### src/rtl/tt_vpu_ovi_issue_ctrl.sv
// Core-side OVI issue controller: scoreboard ID allocation, issue credits,
// in-order dispatch pairing and completion retirement in front of tt_vpu_ovi.

package tt_vpu_ovi_issue_ctrl_pkg;
    typedef enum logic [1:0] {
        SB_FREE       = 2'd0,
        SB_ISSUED     = 2'd1,
        SB_DISPATCHED = 2'd2
    } sb_state_e;
endpackage

module tt_vpu_ovi_issue_ctrl_slot
    import tt_vpu_ovi_issue_ctrl_pkg::*;
(
    input  logic      clk,
    input  logic      reset,
    input  logic      alloc,
    input  logic      dispatch_senior,
    input  logic      dispatch_kill,
    input  logic      complete,
    output sb_state_e state
);
    sb_state_e state_next;

    always_ff @(posedge clk or posedge reset) begin
        if (reset) state <= SB_FREE;
        else       state <= state_next;
    end

    // Dispatch is applied last so a bypassed dispatch overrides its own allocation.
    always_comb begin
        state_next = state;
        if (complete && state == SB_DISPATCHED) state_next = SB_FREE;
        if (alloc)                              state_next = SB_ISSUED;
        if (dispatch_senior)                    state_next = SB_DISPATCHED;
        else if (dispatch_kill)                 state_next = SB_FREE;
    end
endmodule

module tt_vpu_ovi_issue_ctrl
    import tt_vpu_ovi_issue_ctrl_pkg::*;
#(
    parameter int CREDITS = 16,
    parameter int NUM_SB  = 32
) (
    input  logic        clk,
    input  logic        reset,
    input  logic        core_issue_valid,
    output logic        core_issue_ready,
    input  logic [31:0] core_issue_inst,
    input  logic [63:0] core_issue_scalar_opnd,
    input  logic [39:0] core_issue_vcsr,
    input  logic        core_issue_vcsr_lmulb2,
    output logic [4:0]  core_issue_sb_id,
    input  logic        core_dispatch_valid,
    input  logic        core_dispatch_kill,
    output logic        issue_valid,
    output logic [31:0] issue_inst,
    output logic [4:0]  issue_sb_id,
    output logic [63:0] issue_scalar_opnd,
    output logic [39:0] issue_vcsr,
    output logic        issue_vcsr_lmulb2,
    input  logic        issue_credit,
    output logic [4:0]  dispatch_sb_id,
    output logic        dispatch_next_senior,
    output logic        dispatch_kill,
    input  logic        completed_valid,
    input  logic [4:0]  completed_sb_id,
    input  logic [4:0]  completed_fflags,
    input  logic [63:0] completed_dest_reg,
    input  logic        completed_vxsat,
    input  logic [13:0] completed_vstart,
    input  logic        completed_illegal,
    output logic        cpl_valid,
    output logic [4:0]  cpl_sb_id,
    output logic [4:0]  cpl_fflags,
    output logic [63:0] cpl_dest_reg,
    output logic        cpl_vxsat,
    output logic [13:0] cpl_vstart,
    output logic        cpl_illegal,
    output logic [5:0]  credit_cnt,
    output logic [5:0]  outstanding_cnt,
    output logic        err_protocol
);
    localparam logic [5:0] CREDIT_MAX = 6'(CREDITS);

    sb_state_e         sb_state [NUM_SB];
    logic [NUM_SB-1:0] free_vec;
    logic [4:0]        alloc_id;
    logic              accept;

    logic [4:0] fifo_mem [NUM_SB];
    logic [4:0] wr_ptr, rd_ptr;
    logic [5:0] fifo_cnt;
    logic       fifo_empty, fifo_push;

    logic       disp_pop, disp_bypass, disp_go, disp_err;
    logic [4:0] disp_id;
    logic       credit_err, cpl_err;
    logic [5:0] credit_next;

    // Lowest free ID wins; scanning downward lets the last hit be the lowest.
    always_comb begin
        alloc_id = '0;
        for (int i = NUM_SB - 1; i >= 0; i--)
            if (free_vec[i]) alloc_id = 5'(i);
    end

    assign core_issue_ready = (credit_cnt != 6'd0) && (|free_vec);
    assign core_issue_sb_id = alloc_id;
    assign accept           = core_issue_valid && core_issue_ready;

    assign fifo_empty  = (fifo_cnt == 6'd0);
    assign disp_pop    = core_dispatch_valid && !fifo_empty;
    assign disp_bypass = core_dispatch_valid && fifo_empty && accept;
    assign disp_err    = core_dispatch_valid && fifo_empty && !accept;
    assign disp_go     = disp_pop || disp_bypass;
    assign disp_id     = disp_pop ? fifo_mem[rd_ptr] : alloc_id;
    assign fifo_push   = accept && !disp_bypass;

    generate
        for (genvar i = 0; i < NUM_SB; i++) begin : g_slot
            tt_vpu_ovi_issue_ctrl_slot u_slot (
                .clk             (clk),
                .reset           (reset),
                .alloc           (accept && alloc_id == 5'(i)),
                .dispatch_senior (disp_go && !core_dispatch_kill && disp_id == 5'(i)),
                .dispatch_kill   (disp_go && core_dispatch_kill && disp_id == 5'(i)),
                .complete        (completed_valid && completed_sb_id == 5'(i)),
                .state           (sb_state[i])
            );
            assign free_vec[i] = (sb_state[i] == SB_FREE);
        end
    endgenerate

    always_comb begin
        outstanding_cnt = '0;
        for (int i = 0; i < NUM_SB; i++)
            outstanding_cnt = outstanding_cnt + {5'd0, ~free_vec[i]};
    end

    assign cpl_err = completed_valid && (sb_state[completed_sb_id] != SB_DISPATCHED);

    // A returned credit at the ceiling is a VPU bug; the count saturates.
    assign credit_err = issue_credit && !accept && (credit_cnt == CREDIT_MAX);
    always_comb begin
        credit_next = credit_cnt;
        unique case ({accept, issue_credit})
            2'b10:   credit_next = credit_cnt - 6'd1;
            2'b01:   credit_next = credit_err ? credit_cnt : credit_cnt + 6'd1;
            default: credit_next = credit_cnt;
        endcase
    end

    always_ff @(posedge clk) begin
        if (fifo_push) fifo_mem[wr_ptr] <= alloc_id;
    end

    always_ff @(posedge clk or posedge reset) begin
        if (reset) begin
            wr_ptr   <= '0;
            rd_ptr   <= '0;
            fifo_cnt <= '0;
        end else begin
            if (fifo_push) wr_ptr <= wr_ptr + 5'd1;
            if (disp_pop)  rd_ptr <= rd_ptr + 5'd1;
            unique case ({fifo_push, disp_pop})
                2'b10:   fifo_cnt <= fifo_cnt + 6'd1;
                2'b01:   fifo_cnt <= fifo_cnt - 6'd1;
                default: fifo_cnt <= fifo_cnt;
            endcase
        end
    end

    always_ff @(posedge clk or posedge reset) begin
        if (reset) begin
            credit_cnt   <= CREDIT_MAX;
            err_protocol <= 1'b0;
        end else begin
            credit_cnt   <= credit_next;
            err_protocol <= err_protocol | credit_err | disp_err | cpl_err;
        end
    end

    always_ff @(posedge clk or posedge reset) begin
        if (reset) begin
            issue_valid       <= 1'b0;
            issue_inst        <= '0;
            issue_sb_id       <= '0;
            issue_scalar_opnd <= '0;
            issue_vcsr        <= '0;
            issue_vcsr_lmulb2 <= 1'b0;
        end else begin
            issue_valid <= accept;
            if (accept) begin
                issue_inst        <= core_issue_inst;
                issue_sb_id       <= alloc_id;
                issue_scalar_opnd <= core_issue_scalar_opnd;
                issue_vcsr        <= core_issue_vcsr;
                issue_vcsr_lmulb2 <= core_issue_vcsr_lmulb2;
            end
        end
    end

    always_ff @(posedge clk or posedge reset) begin
        if (reset) begin
            dispatch_sb_id       <= '0;
            dispatch_next_senior <= 1'b0;
            dispatch_kill        <= 1'b0;
        end else begin
            dispatch_next_senior <= disp_go && !core_dispatch_kill;
            dispatch_kill        <= disp_go && core_dispatch_kill;
            if (disp_go) dispatch_sb_id <= disp_id;
        end
    end

    // Completions are forwarded even when flagged as protocol errors.
    always_ff @(posedge clk or posedge reset) begin
        if (reset) begin
            cpl_valid    <= 1'b0;
            cpl_sb_id    <= '0;
            cpl_fflags   <= '0;
            cpl_dest_reg <= '0;
            cpl_vxsat    <= 1'b0;
            cpl_vstart   <= '0;
            cpl_illegal  <= 1'b0;
        end else begin
            cpl_valid <= completed_valid;
            if (completed_valid) begin
                cpl_sb_id    <= completed_sb_id;
                cpl_fflags   <= completed_fflags;
                cpl_dest_reg <= completed_dest_reg;
                cpl_vxsat    <= completed_vxsat;
                cpl_vstart   <= completed_vstart;
                cpl_illegal  <= completed_illegal;
            end
        end
    end
endmodule

### config.mk
export PLATFORM = sky130hd
export DESIGN_NAME = tt_vpu_ovi_issue_ctrl
export DESIGN_NICKNAME = d
export VERILOG_FILES = /design/src/rtl/tt_vpu_ovi_issue_ctrl.sv
export SDC_FILE = /design/constraint.sdc
export NUM_CORES = 1
export LEC_CHECK = 0
export ABC_AREA = 1
export BUFFER_PORTS_ARGS = -buffer_cell sky130_fd_sc_hd__buf_2
export CORE_UTILIZATION = 59
export CTS_CLUSTER_SIZE = 10
export DETAILED_ROUTE_END_ITERATION = 12
export PLACE_DENSITY = 0.95
export SLEW_MARGIN = 15
export SYNTH_ARGS = -nofsm -noshare
export SYNTH_HDL_FRONTEND = slang
export SYNTH_SLANG_ARGS = --single-unit
### constraint.sdc
create_clock -name clk -period 16.9 [get_ports clk]
set_input_delay 3.38 -clock clk [delete_from_list [all_inputs] [get_ports clk]]
set_output_delay 3.38 -clock clk [all_outputs]
set_load 0.02 [all_outputs]
==> results of run 1 <==
how the worst max path moves through the flow:
stage	cells after the start	end	from	slack (ps)
final	15	outstanding_cnt[4]	g_slot[0].u_slot.state[0]	7740
after floorplan	1	cpl_dest_reg[0]	reset	4440
after detailed placement	15	outstanding_cnt[4]	g_slot[0].u_slot.state[1]	8390
after global routing	15	outstanding_cnt[4]	g_slot[0].u_slot.state[1]	7550
after global placement	14	outstanding_cnt[4]	g_slot[17].u_slot.state[1]	8470
after CTS	15	outstanding_cnt[4]	g_slot[0].u_slot.state[1]	7730
cell usage in the layout, fill, tap and decap left out, drive strengths merged:
cell / synthesis / layout
dfrtp: 327 / 327
clkinv: 2 / 6
a22o: 1 / 1
o21a: 1 / 1
a21oi: 21 / 21
xnor2: 4 / 4
ha: 24 / 24
a31oi: 13 / 13
o41ai: 1 / 1
o221ai: 23 / 23
mux2i: 1 / 1
dfstp: 1 / 1
xor2: 14 / 14
or2: 3 / 3
a211oi: 1 / 1
clkbuf: 84 / 79
o211ai: 6 / 6
fa: 24 / 24
nor3: 4 / 4
o22ai: 36 / 36
buf: 11 / 511
nand3: 72 / 72
nand4: 33 / 33
a31o: 2 / 2
o21ai: 157 / 157
o31ai: 3 / 3
inv: 202 / 203
a41o: 1 / 1
nand2: 916 / 916
nor4: 2 / 2
o21bai: 1 / 1
o2111ai: 1 / 1
diode: 0 / 8
a22oi: 16 / 16
a221oi: 1 / 1
edfxtp: 160 / 160
nor2: 268 / 268
cell families after synthesis:
group                      after synthesis
AOI/OAI and AO/OA                      285
xor gates and xnor gates                18
adders and majority gates               48
buffers and inverters                  299
DFF                                    488
muxes                                    1
and+or+nand+nor                       1298
worst max-delay path, cell delays in order (launching register included):
cell	delay, ps
sky130_fd_sc_hd__dfrtp_1	390
sky130_fd_sc_hd__nor2_1	190
sky130_fd_sc_hd__inv_1	200
sky130_fd_sc_hd__fa_1	540
sky130_fd_sc_hd__xor2_1	190
sky130_fd_sc_hd__ha_1	350
sky130_fd_sc_hd__fa_1	550
sky130_fd_sc_hd__fa_1	450
sky130_fd_sc_hd__fa_1	500
sky130_fd_sc_hd__fa_1	550
sky130_fd_sc_hd__ha_1	140
sky130_fd_sc_hd__inv_1	70
sky130_fd_sc_hd__fa_1	470
sky130_fd_sc_hd__o21ai_0	220
sky130_fd_sc_hd__xor2_1	160
sky130_fd_sc_hd__buf_2	180
report_power, final:
| part | internal [W] | total [W] | switching (W) |
|---|---|---|---|
| clock network | 0.000601 | 0.00107 | 0.000470 |
| logic | 0.00149 | 0.00433 | 0.00284 |
| registers | 0.00148 | 0.00164 | 0.000154 |
| total | 0.00357 | 0.00704 | 0.00347 |
cell type report:
type	count	area, um2	area share [%]
clock buffers	79	1476	5.596
well taps	468	585.6	2.220
clock inverters	5	75.07	0.2846
flip-flops and latches	488	13020	49.33
multi-input cells	1650	7828	29.67
inverters	204	775.7	2.940
repair buffers	511	2606	9.879
diodes	8	20.02	0.07588
routing by layer:
| layer | GRT usage (%) | vias up |
|---|---|---|
| met5 | 1.660 | - |
| met4 | 34.50 | 12 |
| met3 | 13.88 | 371 |
| met2 | 63.92 | 1461 |
| met1 | 51.30 | 9548 |
| li1 | - | 8827 |
per-stage QoR:
step / power [W] / setup slack, ps / instances / utilization (%) / hold slack (ps)
2_1_floorplan: 0.004486 / 4439 / 2437 / - / 446.0
3_3_place_gp: 0.005751 / 8472 / 3321 / 67.76 / 447.6
3_5_place_dp: 0.005957 / 8387 / 3321 / 67.76 / 453.8
4_1_cts: 0.007031 / 7733 / 3405 / 72.00 / 467.6
5_1_grt: 0.007519 / 7552 / 3411 / 72.05 / 486.1
6_report: 0.007044 / 7740 / 3413 / 72.06 / 466.1
==> reports/metrics.yaml, run 1 <==
worst_setup_path:
  rr_startpoint: "rd_ptr[0]"
  cp-start-kind: "register"
  critical_path_peak_fanout: 7
  critPathCaptureType: "output port"
  timing.reg2reg.worst_path_depth: 16
  criticalPathCategory: "register to output port"
  arrival_ps: 5780
  rrSetupSlack_ps: 11930
  r2r_path_end: "g_slot[16].u_slot.state[0]"
  worstPathRequired_ps: 13520
route:
  met1_routed_length_mm: 27.41
  total_via_count_after_detailed_routing: 20220
  first_pass_iters: 8
  met2RoutedLength_mm: 36.17
  drt_wl_total_mm: 81.16
  route.detailed.drc: 0
  viasPerCell: 5.924
  route.met3.wl_mm: 9.864
  average_wire_per_cell_in_the_routed_design_um: 23.78
  top_layer_used: "met5"
  drt.antenna.violating_nets: 0
  initialDrtViolationCount: 2640
yosys:
  synthDistinctLibCells: 50
  yosys.area.top_type_share_pct: 37.29
  syn-cell-area_um2: 21940
  yosysWarningCount: 0
  synth.largest_area_cell: "sky130_fd_sc_hd__dfrtp_1"
  yosys.area_share.simple_pct: 23.49
  synth.area.top_cells: "sky130_fd_sc_hd__dfrtp_1, sky130_fd_sc_hd__edfxtp_1, sky130_fd_sc_hd__nand2_1"
  synth-adder-area-share_pct: 3.558
  synth_top_family_by_area: "simple AND/OR/NAND/NOR gates"
  syn-mean-instance-area_um2: 9.004
  yosysSeqAreaShare_pct: 59.31
  async_reset_ff_share_pct: 67.21
  synth_common_cells: "sky130_fd_sc_hd__nand2_1, sky130_fd_sc_hd__dfrtp_1, sky130_fd_sc_hd__nor2_1"
  synth.area.mux_share_pct: 0.04562
  synth_xor_xnor_area_share_pct: 0.7185
  synthesis_stage_register_bit_count: 488
  syn_nets: 2719
  synth_compound_area_share_pct: 7.738
  number_of_enable_type_register_cells_in_the_synthesized_netlist: 160
  syn_inst: 2437
  yosysMostFrequentCell: "sky130_fd_sc_hd__nand2_1"
  dominantRegCellSynth: "sky130_fd_sc_hd__dfrtp_1"
clock_network:
  cts_root_buf: "sky130_fd_sc_hd__clkbuf_16"
  cts.sink_count: 488
  post_cts.repair.setup_buffers: 0
  clock_tree_from_tritoncts: "built"
  clk_latency_ps: 640
  post_cts_resize_count: 0
  cts.htree.levels: 2
  clk_transition_reported_paths_ps: 60
  clockBufferDepth: 3
  cts_hold_buf: 0
  cts_made_buffers: 55
sta:
  period_minus_slack_ps: 9160
  endpoints_failing_setup: 0
  slew_headroom_pct: 24.19
  clock_tree_skew_after_final_layout_ps: 51.83
  fin_tns_setup_ps: 0
  fmax_mhz: 109.2
  timing.final.hold_violations: 0
  unrepaired_setup_endpoints_after_global_routing: "false"
  slew_violations: 0
  fin_crit_sh_pct: 54.20
  timing_worst_slew_pin_value_ps: 1133
floorplanning:
  die_area_um2: 37960
  start_util_pct: 59.94
  fp.dieW_um: 194.8
  placement_rows: 70
  dieHeight_um: 194.8
  floorplan.core_area_um2: 36610
  io-pin-count: 494
placed_design:
  io_buffer_count: 493
  detailed_place_hpwl_mm: 59.53
  place.gp.congestion: 1.054
  placedInstanceArea_um2: 24810
worst_hold_path:
  hp-start: "cpl_dest_reg[14]"
  min_path_type: "register to register"
  holdPathStages: 2
  holdPathEnd: "cpl_dest_reg[14]"
finish:
  drive_above_1_share_pct: 20.67
  most_flops_register: "fifo_mem"
  largest_reg_flops: 160
  flow.area_growth_from_synthesis_pct: 20.23
  final_nets: 3192
  fillers: 2680
  postLayoutCellArea_um2: 26380
global_routing:
  maximum_number_of_pins_on_one_net_before_global_route_repair: 135
  grt.overflow.total: 0
  gr-usage-all-layers_pct: 42.89
  number_of_global_route_vias_before_repair: 19700
  grt_first_pass_wirelength_mm: 119.7
  number_of_antenna_violations_at_the_first_check_in_global_routing: 13
run_status:
  run_status: "complete, no violations"
power:
  power_per_cell_area_nw_per_um2: 267.0
  cellLeakagePower_nw: 13.22
  power.ir.vdd_worst_mv: 0.9446
job:
  maxCapViolations: 0
Note: power is estimated with default switching activity, not from simulation.
==> run 2, diff against run 1 <==
--- a/config.mk
+++ b/config.mk
@@ -7,10 +7,10 @@
 export LEC_CHECK = 0
 export ABC_AREA = 1
 export BUFFER_PORTS_ARGS = -buffer_cell sky130_fd_sc_hd__buf_2
-export CORE_UTILIZATION = 59
+export CORE_UTILIZATION = 55
 export CTS_CLUSTER_SIZE = 10
 export DETAILED_ROUTE_END_ITERATION = 12
-export PLACE_DENSITY = 0.95
+export PLACE_DENSITY = 0.9
 export SLEW_MARGIN = 15
 export SYNTH_ARGS = -nofsm -noshare
 export SYNTH_HDL_FRONTEND = slang
==> constraint.sdc (replaced) <==
create_clock -name clk -period 8.78 [get_ports clk]
set_input_delay 1.756 -clock clk [delete_from_list [all_inputs] [get_ports clk]]
set_output_delay 1.756 -clock clk [all_outputs]
set_load 0.02 [all_outputs]
==> run 2 against run 1 <==
Against the previous run: flip-flop and latch count stayed put; power is 94% higher; wire length is 2.9% lower; critical path depth stayed put.
==> reports/metrics.yaml, run 2 (synthesis gave the netlist of run 1 again) <==
run_status:
  run_status: "complete, no violations"  # unchanged
sta:
  fin_crit_sh_pct: 87.09
  slew_violations: 0  # unchanged
  unrepaired_setup_endpoints_after_global_routing: "false"  # unchanged
  clock_tree_skew_after_final_layout_ps: 38.87  # was 51.83 ps
  timing.final.hold_violations: 0  # unchanged
  fmax_mhz: 130.8
  period_minus_slack_ps: 7646
  fin_tns_setup_ps: 0  # unchanged
  timing_worst_slew_pin_value_ps: 1144  # was 1133 ps
  hold_slack_ps: 465.6  # was 466.1 ps
  slew_headroom_pct: 23.73  # was 24.19%
  endpoints_failing_setup: 0  # unchanged
route:
  route.detailed.drc: 0  # unchanged
  initialDrtViolationCount: 2551  # was 2640
  total_via_count_after_detailed_routing: 19710  # was 20220
  viasPerCell: 5.679  # was 5.924
  average_wire_per_cell_in_the_routed_design_um: 22.72  # was 23.78 um
  drt_wl_total_mm: 78.84  # was 81.16 mm
  first_pass_iters: 6  # was 8
  drt.antenna.violating_nets: 0  # unchanged
clock_network:
  cts.htree.levels: 2  # unchanged
  post_cts.repair.setup_buffers: 0  # unchanged
  cts.sink_count: 488  # unchanged
  clk_latency_ps: 630  # was 640 ps
  clk_transition_reported_paths_ps: 50  # was 60 ps
  cts_hold_buf: 0  # unchanged
  clockBufferDepth: 3  # unchanged
  cts_root_buf: "sky130_fd_sc_hd__clkbuf_16"  # unchanged
  post_cts_resize_count: 0  # unchanged
  cts_made_buffers: 56  # was 55
  clock_tree_from_tritoncts: "built"  # unchanged
global_routing:
  grt_first_pass_wirelength_mm: 116.1  # was 119.7 mm
  groute.layer.met1.usage_pct: 45.44  # was 51.30%
  grt_util_met3_pct: 10.12  # was 13.88%
  grt.overflow.total: 0  # unchanged
  maximum_number_of_pins_on_one_net_before_global_route_repair: 162  # was 135
  number_of_antenna_violations_at_the_first_check_in_global_routing: 8  # was 13
  gr-usage-all-layers_pct: 38.65  # was 42.89%
  met2_usage_pct: 60.71  # was 63.92%
  number_of_global_route_vias_before_repair: 19060  # was 19700
  gr-max-usage-layer: "met2"  # unchanged
finish:
  final_nets: 3197  # was 3192
  flow.area_growth_from_synthesis_pct: 20.96  # was 20.23%
  final_cell_mix: "sky130_fd_sc_hd__nand2_1, sky130_fd_sc_hd__buf_2, sky130_fd_sc_hd__dfrtp_1"  # unchanged
  largest_reg_flops: 160  # unchanged
  most_flops_register: "fifo_mem"  # unchanged
  final_core_util_pct: 68.04  # was 72.06%
  count_of_non_filler_cells_in_the_finished_layout: 3470  # was 3413
  mostFrequentLayoutCell: "sky130_fd_sc_hd__nand2_1"  # unchanged
  drive_above_1_share_pct: 20.88  # was 20.67%
power:
  total_switching_power_w: 0.006706  # was 0.003469 W
  cellLeakagePower_nw: 13.27  # was 13.22 nW
  power_per_cell_area_nw_per_um2: 513.7  # was 267.0 nW/um2
  power.ir.vdd_worst_mv: 3.310  # was 0.9446 mV
  pwr-share-comb_pct: 61.5  # about the same
  switching_share_pct: 49.18  # was 49.25%
  total_power_w: 0.01364  # was 0.007044 W
  share_of_power_burned_in_registers_pct: 23.0  # was 23.3%
  clkPwrFrac_pct: 15.5  # was 15.2%
  p_int_w: 0.006929  # was 0.003575 W
floorplanning:
  start_util_pct: 56.25  # was 59.94%
  fp.dieW_um: 201.7  # was 194.8 um
  io-pin-count: 494  # unchanged
  placement_rows: 72  # was 70
  dieHeight_um: 201.7  # was 194.8 um
  die_area_um2: 40700  # was 37960 um2
  floorplan.core_area_um2: 39010  # was 36610 um2
worst_setup_path:
  cp-start-kind: "register"  # unchanged
  critical_path_peak_fanout: 7  # unchanged
  criticalPathCategory: "register to output port"  # unchanged
  cpMaxStageDelayCell: "sky130_fd_sc_hd__fa_1"  # unchanged
  critical_path.cell_chain: "nor2_1, inv_1, fa_1, xor2_1, ha_1, fa_1, fa_1, fa_1, fa_1, ha_1, inv_1, fa_1, o21ai_0, xor2_1, buf_2"  # unchanged
  timing.critical_path.mode_cell: "sky130_fd_sc_hd__fa_1"  # unchanged
  critPathCaptureType: "output port"  # unchanged
  critPathTopFamily: "adder cells"  # unchanged
  worstPathRequired_ps: 7020  # was 13520 ps
  arrival_ps: 5890  # was 5780 ps
  worst_path_largest_cell_delay_ps: 580  # was 550 ps
  crit_buf_inv: 3  # unchanged
placed_design:
  placed_cells: 3375  # was 3321
  place.gp.congestion: 1.023  # was 1.054
  detailed_place_hpwl_mm: 59.95  # was 59.53 mm
  io_buffer_count: 493  # unchanged
job:
  maxCapViolations: 0  # unchanged
worst_hold_path:
  min_path_type: "register to register"  # unchanged
[run 2: changes by cell type in the layout (fill, tap and decap cells not counted), sizes merged]
cell | before | now
buf | 511 | 515
clkbuf | 79 | 83
clkinv | 6 | 5
clkinvlp | 0 | 1
diode | 8 | 7
[run 2: path summary, 6_finish.rpt]
path	start	endpoint	slack (ps)	cells past startpoint
max	g_slot[0].u_slot.state[1]	outstanding_cnt[4]	1130	15
max in group asynchronous	reset	cpl_dest_reg[15]	5740	4
max reg2reg	rd_ptr[0]	g_slot[16].u_slot.state[1]	4260	16
min in group asynchronous	reset	issue_vcsr[13]	1240	3
min	cpl_dest_reg[7]	cpl_dest_reg[7]	470	2
min reg2reg	cpl_dest_reg[7]	cpl_dest_reg[7]	470	2
[run 2: power groups by stage]
stage	registers [W]	logic, W	clock network [W]
after global routing	0.00317	0.00901	0.00221
after CTS	0.00312	0.00829	0.00211
after detailed placement	0.00316	0.00825	0
after global placement	0.00314	0.00789	0
after floorplan	0.00333	0.00482	0
final	0.00314	0.00839	0.00211
[run 2: stage by stage]
stage                     worst slack, ps  cell area, um2
after floorplan                      2152           21950
after global placement               1936           24910
after detailed placement             1751           24910
after CTS                            1111           26520
after global routing                913.2           26540
final                                1134           26540
[run 2: worst register-to-register path: stages, from the launching register on]
cell and delay, ps:
sky130_fd_sc_hd__dfrtp_2 390, sky130_fd_sc_hd__buf_4 360, sky130_fd_sc_hd__clkinv_1 160, sky130_fd_sc_hd__buf_4 600, sky130_fd_sc_hd__o21ai_0 260, sky130_fd_sc_hd__o221ai_1 330
sky130_fd_sc_hd__o211ai_1 180, sky130_fd_sc_hd__nand4_1 110, sky130_fd_sc_hd__nand3_1 140, sky130_fd_sc_hd__o21ai_2 230, sky130_fd_sc_hd__nand2_1 420, sky130_fd_sc_hd__nor2_1 580
sky130_fd_sc_hd__inv_1 230, sky130_fd_sc_hd__nor2_1 210, sky130_fd_sc_hd__nor2_1 70, sky130_fd_sc_hd__nand2_1 60, sky130_fd_sc_hd__nand2_1 50
[run 2: metal layers]
metal  vias to the layer above  wire [um]
li1                       8830          -
met1                      9328      27120
met2                      1267      36710
met3                       276       7809
met4                         4       7173
met5                         -         23
[run 2: final cells by class]
class | count | area, um2
Sequential cell | 488 | 13020
Fill cell | 2992 | 12470
Multi-Input combinational cell | 1650 | 7828
Timing Repair Buffer | 515 | 2645
Clock buffer | 83 | 1533
Inverter | 204 | 772.0
Tap cell | 518 | 648.1
Clock inverter | 5 | 82.58
Antenna cell | 7 | 17.52
